<file path="config.mk">
export PLATFORM = sky130hd
export DESIGN_NAME = mmr_scrub_register
export DESIGN_NICKNAME = d
export VERILOG_FILES = /design/src/rtl/mmr_tmr_pkg.sv /design/src/rtl/mmr_scrub_timer.sv /design/src/rtl/mmr_scrub_register.sv
export SDC_FILE = /design/constraint.sdc
export NUM_CORES = 1
export LEC_CHECK = 0
export ABC_AREA = 0
export BUFFER_PORTS_ARGS = -buffer_cell sky130_fd_sc_hd__buf_2
export CORE_UTILIZATION = 46
export CTS_BUF_LIST = sky130_fd_sc_hd__clkbuf_4 sky130_fd_sc_hd__clkbuf_8 sky130_fd_sc_hd__clkbuf_16
export DETAILED_ROUTE_END_ITERATION = 8
export GPL_TIMING_DRIVEN = 1
export PLACE_DENSITY = 0.73
export SLEW_MARGIN = 20
export SYNTH_ARGS = -nofsm -noshare
export SYNTH_HDL_FRONTEND = slang
export SYNTH_SLANG_ARGS = --single-unit
</file>
<file path="constraint.sdc">
create_clock -name clk_i -period 1.4 [get_ports clk_i]
set_input_delay 0.07 -clock clk_i [delete_from_list [all_inputs] [get_ports clk_i]]
set_output_delay 0.07 -clock clk_i [all_outputs]
set_load 0.03 [all_outputs]
</file>
<file path="src/rtl/mmr_tmr_pkg.sv">
// Shared types and the bitwise majority helper for the
// K-modular redundant MMR register slots.
package mmr_tmr_pkg;

   localparam int TMR_MIN_K = 3;
   localparam int TMR_MAX_K = 31;

   typedef enum logic [1:0] {
      IDLE,
      WAIT,
      CHECK,
      FIX
   } scrub_state_t;

   // Majority of the low k bits of word (one bit position across replicas).
   function automatic logic maj_vote(input int k,
                                     input logic [TMR_MAX_K-1:0] word);
      int ones;
      ones = 0;
      for (int i = 0; i < TMR_MAX_K; i++) begin
         if (i < k) ones += int'(word[i]);
      end
      return (ones > k / 2);
   endfunction

endpackage

</file>
<file path="src/rtl/mmr_scrub_timer.sv">
// Scrub period counter: counts while enabled, terminal-count
// pulse at PERIOD-1, then wraps to zero.
module mmr_scrub_timer #(
   parameter int PERIOD = 1024
) (
   input  logic clk_i,
   input  logic rst_n_i,
   input  logic en_i,
   input  logic clr_i,
   output logic tc_o
);

   localparam int CW = $clog2(PERIOD);

   logic [CW-1:0] cnt_q, cnt_d;

   assign tc_o = en_i && (cnt_q == CW'(PERIOD - 1));

   always_comb begin
      cnt_d = cnt_q;
      if (clr_i) cnt_d = '0;
      else if (en_i) cnt_d = tc_o ? '0 : cnt_q + CW'(1);
   end

   always_ff @(posedge clk_i or negedge rst_n_i) begin
      if (!rst_n_i) cnt_q <= '0;
      else          cnt_q <= cnt_d;
   end

endmodule

</file>
<file path="src/rtl/mmr_scrub_register.sv">
// K-modular redundant register with periodic vote-and-rewrite scrubbing.
// Optional fault-injection ports under MMR_SCRUB_ERR_INJECT_EN.
module mmr_scrub_register
   import mmr_tmr_pkg::*;
#(
   parameter int               K_MMR        = 3,
   parameter int               WIDTH        = 16,
   parameter logic [WIDTH-1:0] RESET_VALUE  = '0,
   parameter int               SCRUB_PERIOD = 1024,
   parameter int               ERR_CNT_W    = 8
) (
   input  logic                   clk_i,
   input  logic                   rst_n_i,
   input  logic                   wr_valid_i,
   output logic                   wr_ready_o,
   input  logic [WIDTH-1:0]       wr_data_i,
   input  logic                   scrub_en_i,
   output logic [K_MMR*WIDTH-1:0] replicas_o,
   output logic [WIDTH-1:0]       voted_o,
   output logic                   mismatch_o,
   output logic                   scrub_fix_o,
   output logic [ERR_CNT_W-1:0]   err_cnt_o,
`ifdef MMR_SCRUB_ERR_INJECT_EN
   input  logic                   inj_valid_i,
   input  logic [K_MMR*WIDTH-1:0] inj_mask_i,
`endif
   input  logic                   err_clr_i
);

   localparam int NW = K_MMR * WIDTH;

   if (K_MMR < TMR_MIN_K || K_MMR > TMR_MAX_K || (K_MMR % 2) == 0) begin : g_bad_k
      $error("mmr_scrub_register: K_MMR must be odd and >= 3");
   end
   if (SCRUB_PERIOD < 2) begin : g_bad_p
      $error("mmr_scrub_register: SCRUB_PERIOD must be >= 2");
   end

   // Replicas must survive synthesis as distinct flops.
   (* keep = "true", dont_touch = "true" *)
   logic [NW-1:0]        rep_q;
   logic [NW-1:0]        rep_d;
   scrub_state_t         state_q;
   logic [WIDTH-1:0]     cap_q;
   logic [ERR_CNT_W-1:0] err_q;
   logic [WIDTH-1:0]     voted;
   logic                 mism;
   logic                 wr_hs;
   logic                 tc;

   for (genvar b = 0; b < WIDTH; b++) begin : g_vote
      logic [TMR_MAX_K-1:0] col;
      always_comb begin
         col = '0;
         for (int k = 0; k < K_MMR; k++) col[k] = rep_q[k*WIDTH + b];
      end
      assign voted[b] = maj_vote(K_MMR, col);
   end

   always_comb begin
      mism = 1'b0;
      for (int k = 0; k < K_MMR; k++) begin
         if (rep_q[k*WIDTH +: WIDTH] != voted) mism = 1'b1;
      end
   end

   assign wr_ready_o = (state_q != FIX);
   assign wr_hs      = wr_valid_i && wr_ready_o;

   mmr_scrub_timer #(
      .PERIOD (SCRUB_PERIOD)
   ) u_timer (
      .clk_i   (clk_i),
      .rst_n_i (rst_n_i),
      .en_i    (state_q == WAIT),
      .clr_i   ((state_q != WAIT) || !scrub_en_i),
      .tc_o    (tc)
   );

   always_comb begin
      rep_d = rep_q;
      if (state_q == FIX)  rep_d = {K_MMR{cap_q}};
      else if (wr_hs)      rep_d = {K_MMR{wr_data_i}};
`ifdef MMR_SCRUB_ERR_INJECT_EN
      else if (inj_valid_i) rep_d = rep_q ^ inj_mask_i;
`endif
   end

   always_ff @(posedge clk_i or negedge rst_n_i) begin
      if (!rst_n_i) rep_q <= {K_MMR{RESET_VALUE}};
      else          rep_q <= rep_d;
   end

   // A write landing in CHECK wins over the stale vote for the FIX rewrite.
   always_ff @(posedge clk_i or negedge rst_n_i) begin
      if (!rst_n_i) begin
         state_q <= IDLE;
         cap_q   <= RESET_VALUE;
      end else begin
         unique case (state_q)
            IDLE: if (scrub_en_i) state_q <= WAIT;
            WAIT: begin
               if (!scrub_en_i) state_q <= IDLE;
               else if (tc)     state_q <= CHECK;
            end
            CHECK: begin
               cap_q <= wr_hs ? wr_data_i : voted;
               if (mism)            state_q <= FIX;
               else if (scrub_en_i) state_q <= WAIT;
               else                 state_q <= IDLE;
            end
            FIX:     state_q <= scrub_en_i ? WAIT : IDLE;
            default: state_q <= IDLE;
         endcase
      end
   end

   always_ff @(posedge clk_i or negedge rst_n_i) begin
      if (!rst_n_i)
         err_q <= '0;
      else if (err_clr_i)
         err_q <= '0;
      else if (state_q == FIX && err_q != '1)
         err_q <= err_q + ERR_CNT_W'(1);
   end

   assign replicas_o  = rep_q;
   assign voted_o     = voted;
   assign mismatch_o  = mism;
   assign scrub_fix_o = (state_q == FIX);
   assign err_cnt_o   = err_q;

endmodule

</file>
==> impl_metrics.py <==
metrics = {
    "yosys": {
        "syn_nets": 319,
        "synthCells": 296,
        "yosys_warnings": 0,
        "syn-cell-area_mm2": 0.00283,
        "syn_avg_cell_area_um2": 9.55,
    },
    "sta": {
        "drv_slew": 0,
        "setup_violations": 0,
        "fmaxAchievable_ghz": 0.721,
        "period_needed_ns": 1.39,
        "hold_viol": 0,
        "rsz0062_at_grt": "yes",
        "fin_worst_skew_ns": 0.00433,
        "period_share_pct": 99.1,
    },
    "detailed_routing": {
        "drt-pass1-iter-count": 4,
        "via_count": 2102,
        "drt-total-wl_um": 5160,
        "drc": 0,
        "drt_iter0_drc": 79,
        "avgRoutedWirePerCell_um": 12.4,
        "via_per_inst": 5.05,
        "ant_nets": 0,
    },
    "placement": {
        "io_buffer_count": 94,
        "gp_congestion": 0.862,
        "dp_hpwl_um": 3540,
    },
    "worst_setup_path": {
        "worstPathArrival_ns": 1.58,
        "worstPathMaxFanout": 5,
        "critPathKind": "reg2reg",
        "cp-start-kind": "register",
        "crit_required_ns": 1.59,
        "end_kind": "register",
    },
    "clocking": {
        "tritoncts": "built",
        "path_clk_slew_ns": 0.09,
        "ctsHtreeMaxLevel": 2,
        "numCtsBuffers": 5,
        "cts_buffer_depth": 2,
        "clk_latency_ns": 0.30,
        "cts_sinks": 52,
        "cts_root_buffer": "clkbuf_8",
    },
    "global_route": {
        "grt.overflow.total": 0,
        "antenna_found_initial": 0,
        "grt_use_total_pct": 16.0,
        "grt_pass1_vias": 1867,
        "grt_start_max_net_pins": 53,
        "grt_pass1_wl_um": 8050,
    },
    "cells_and_area": {
        "final_nets": 363,
        "num_antenna_cells": 0,
        "finish.utilization_pct": 54.4,
        "mostFrequentLayoutCells": "93 x buf_2, 39 x dfrtp_1, 26 x nor2_1, 22 x a21oi_1, 20 x nand2_1",
        "final_common_cell": "buf_2",
        "syn2layout_area_growth_pct": 13.9,
        "drive_above_1_share_pct": 42.8,
    },
    "pwr": {
        "p_per_area_mw_per_mm2": 1010,
        "p_leak_uw": 0.00157,
        "power_uw": 3260,
        "peakVddDrop_mv": 0.394,
    },
    "die": {
        "start_util_pct": 47.7,
        "coreArea_mm2": 0.00592,
        "fp-row-count": 28,
        "die-width_um": 80.4,
        "die_h_um": 80.4,
        "num_io_pins": 96,
        "die_area_mm2": 0.00646,
    },
    "flow_run": {
        "drv_cap": 0,
    },
    "outcome": {
        "status": "finished, final reports clean",
    },
    "worst_hold_path": {
        "hold_path.class": "in2reg",
    },
}
==> sequential cells by signal (all words and copies together), names as in the netlist <==
name and count:
cap_q 16, err_cnt_o 8, replicas_o 16, state_q 2, u_timer.cnt_q 10
==> final timing paths <==
check,startpoint,to,slack (ns),depth (start not counted)
max,err_cnt_o[1]$_DFFE_PN0P_,err_cnt_o[0]$_DFFE_PN0P_,0.01,4
min in group asynchronous,rst_n_i,err_cnt_o[2]$_DFFE_PN0P_,0.27,3
min,scrub_en_i,state_q[0]$_DFFE_PN0P_,0.008,2
max in group asynchronous,rst_n_i,u_timer.cnt_q[5]$_DFFE_PN0P_,0.87,3
max reg2reg,err_cnt_o[1]$_DFFE_PN0P_,err_cnt_o[0]$_DFFE_PN0P_,0.01,4
min reg2reg,cap_q[9]$_DFFE_PN0N_,cap_q[9]$_DFFE_PN0N_,0.49,2
==> power breakdown <==
| group | switching (uW) | leakage (uW) | internal (uW) | total (uW) |
|---|---|---|---|---|
| registers | 50.6 | 0.000580 | 1550 | 1600 |
| logic | 547 | 0.000933 | 207 | 754 |
| clock network | 465 | 0.0000523 | 443 | 908 |
| total | 1060 | 0.00157 | 2200 | 3260 |
==> metrics by stage <==
stage	hold WS [ns]	area (um2)	TNS (ns)	cells	worst slack, ns
after CTS	0.00580	3180	-0.0172	414	-0.0117
after floorplan	-0.226	2890	-0.271	296	-0.0423
after global routing	0.0151	3220	-0.241	416	-0.0774
after global placement	0.0848	3020	0	401	0.0268
after detailed placement	0.0847	3020	-0.00223	401	-0.00223
final	0.00776	3220	0	416	0.0133
==> cell type report <==
class	instances	area, um2
clock buffer	8	97.6
fill	527	2700
inverter	8	30.0
multi-input combinational	160	1030
sequential	52	1320
tap	75	93.8
timing repair buffer	113	647
==> worst max-delay path: stages, from the launching register on <==
cell and delay (ns):
dfrtp_2 0.45, ha_4 0.19, and4_1 0.15, a21oi_2 0.18
mux2_4 0.31
==> per-layer routing <==
layer	up-vias	track usage [%]	part of all wire, %
li1	1036	-	-
met2	64	27.5	50
met3	10	2.84	4.8
met5	-	0	0
met4	0	6.61	1.7
met1	992	19.6	43
==> repair_timing <==
item / 4_1_cts / 5_1_grt
gates resized for setup: 4 / 11
setup endpoints to repair: 5 / 12
hold endpoints to repair: 52 / 0
pin swaps: 4 / 7
setup buffers: 4 / 2
hold buffers: 1 / 0
Note: power is estimated with default switching activity, not from simulation.
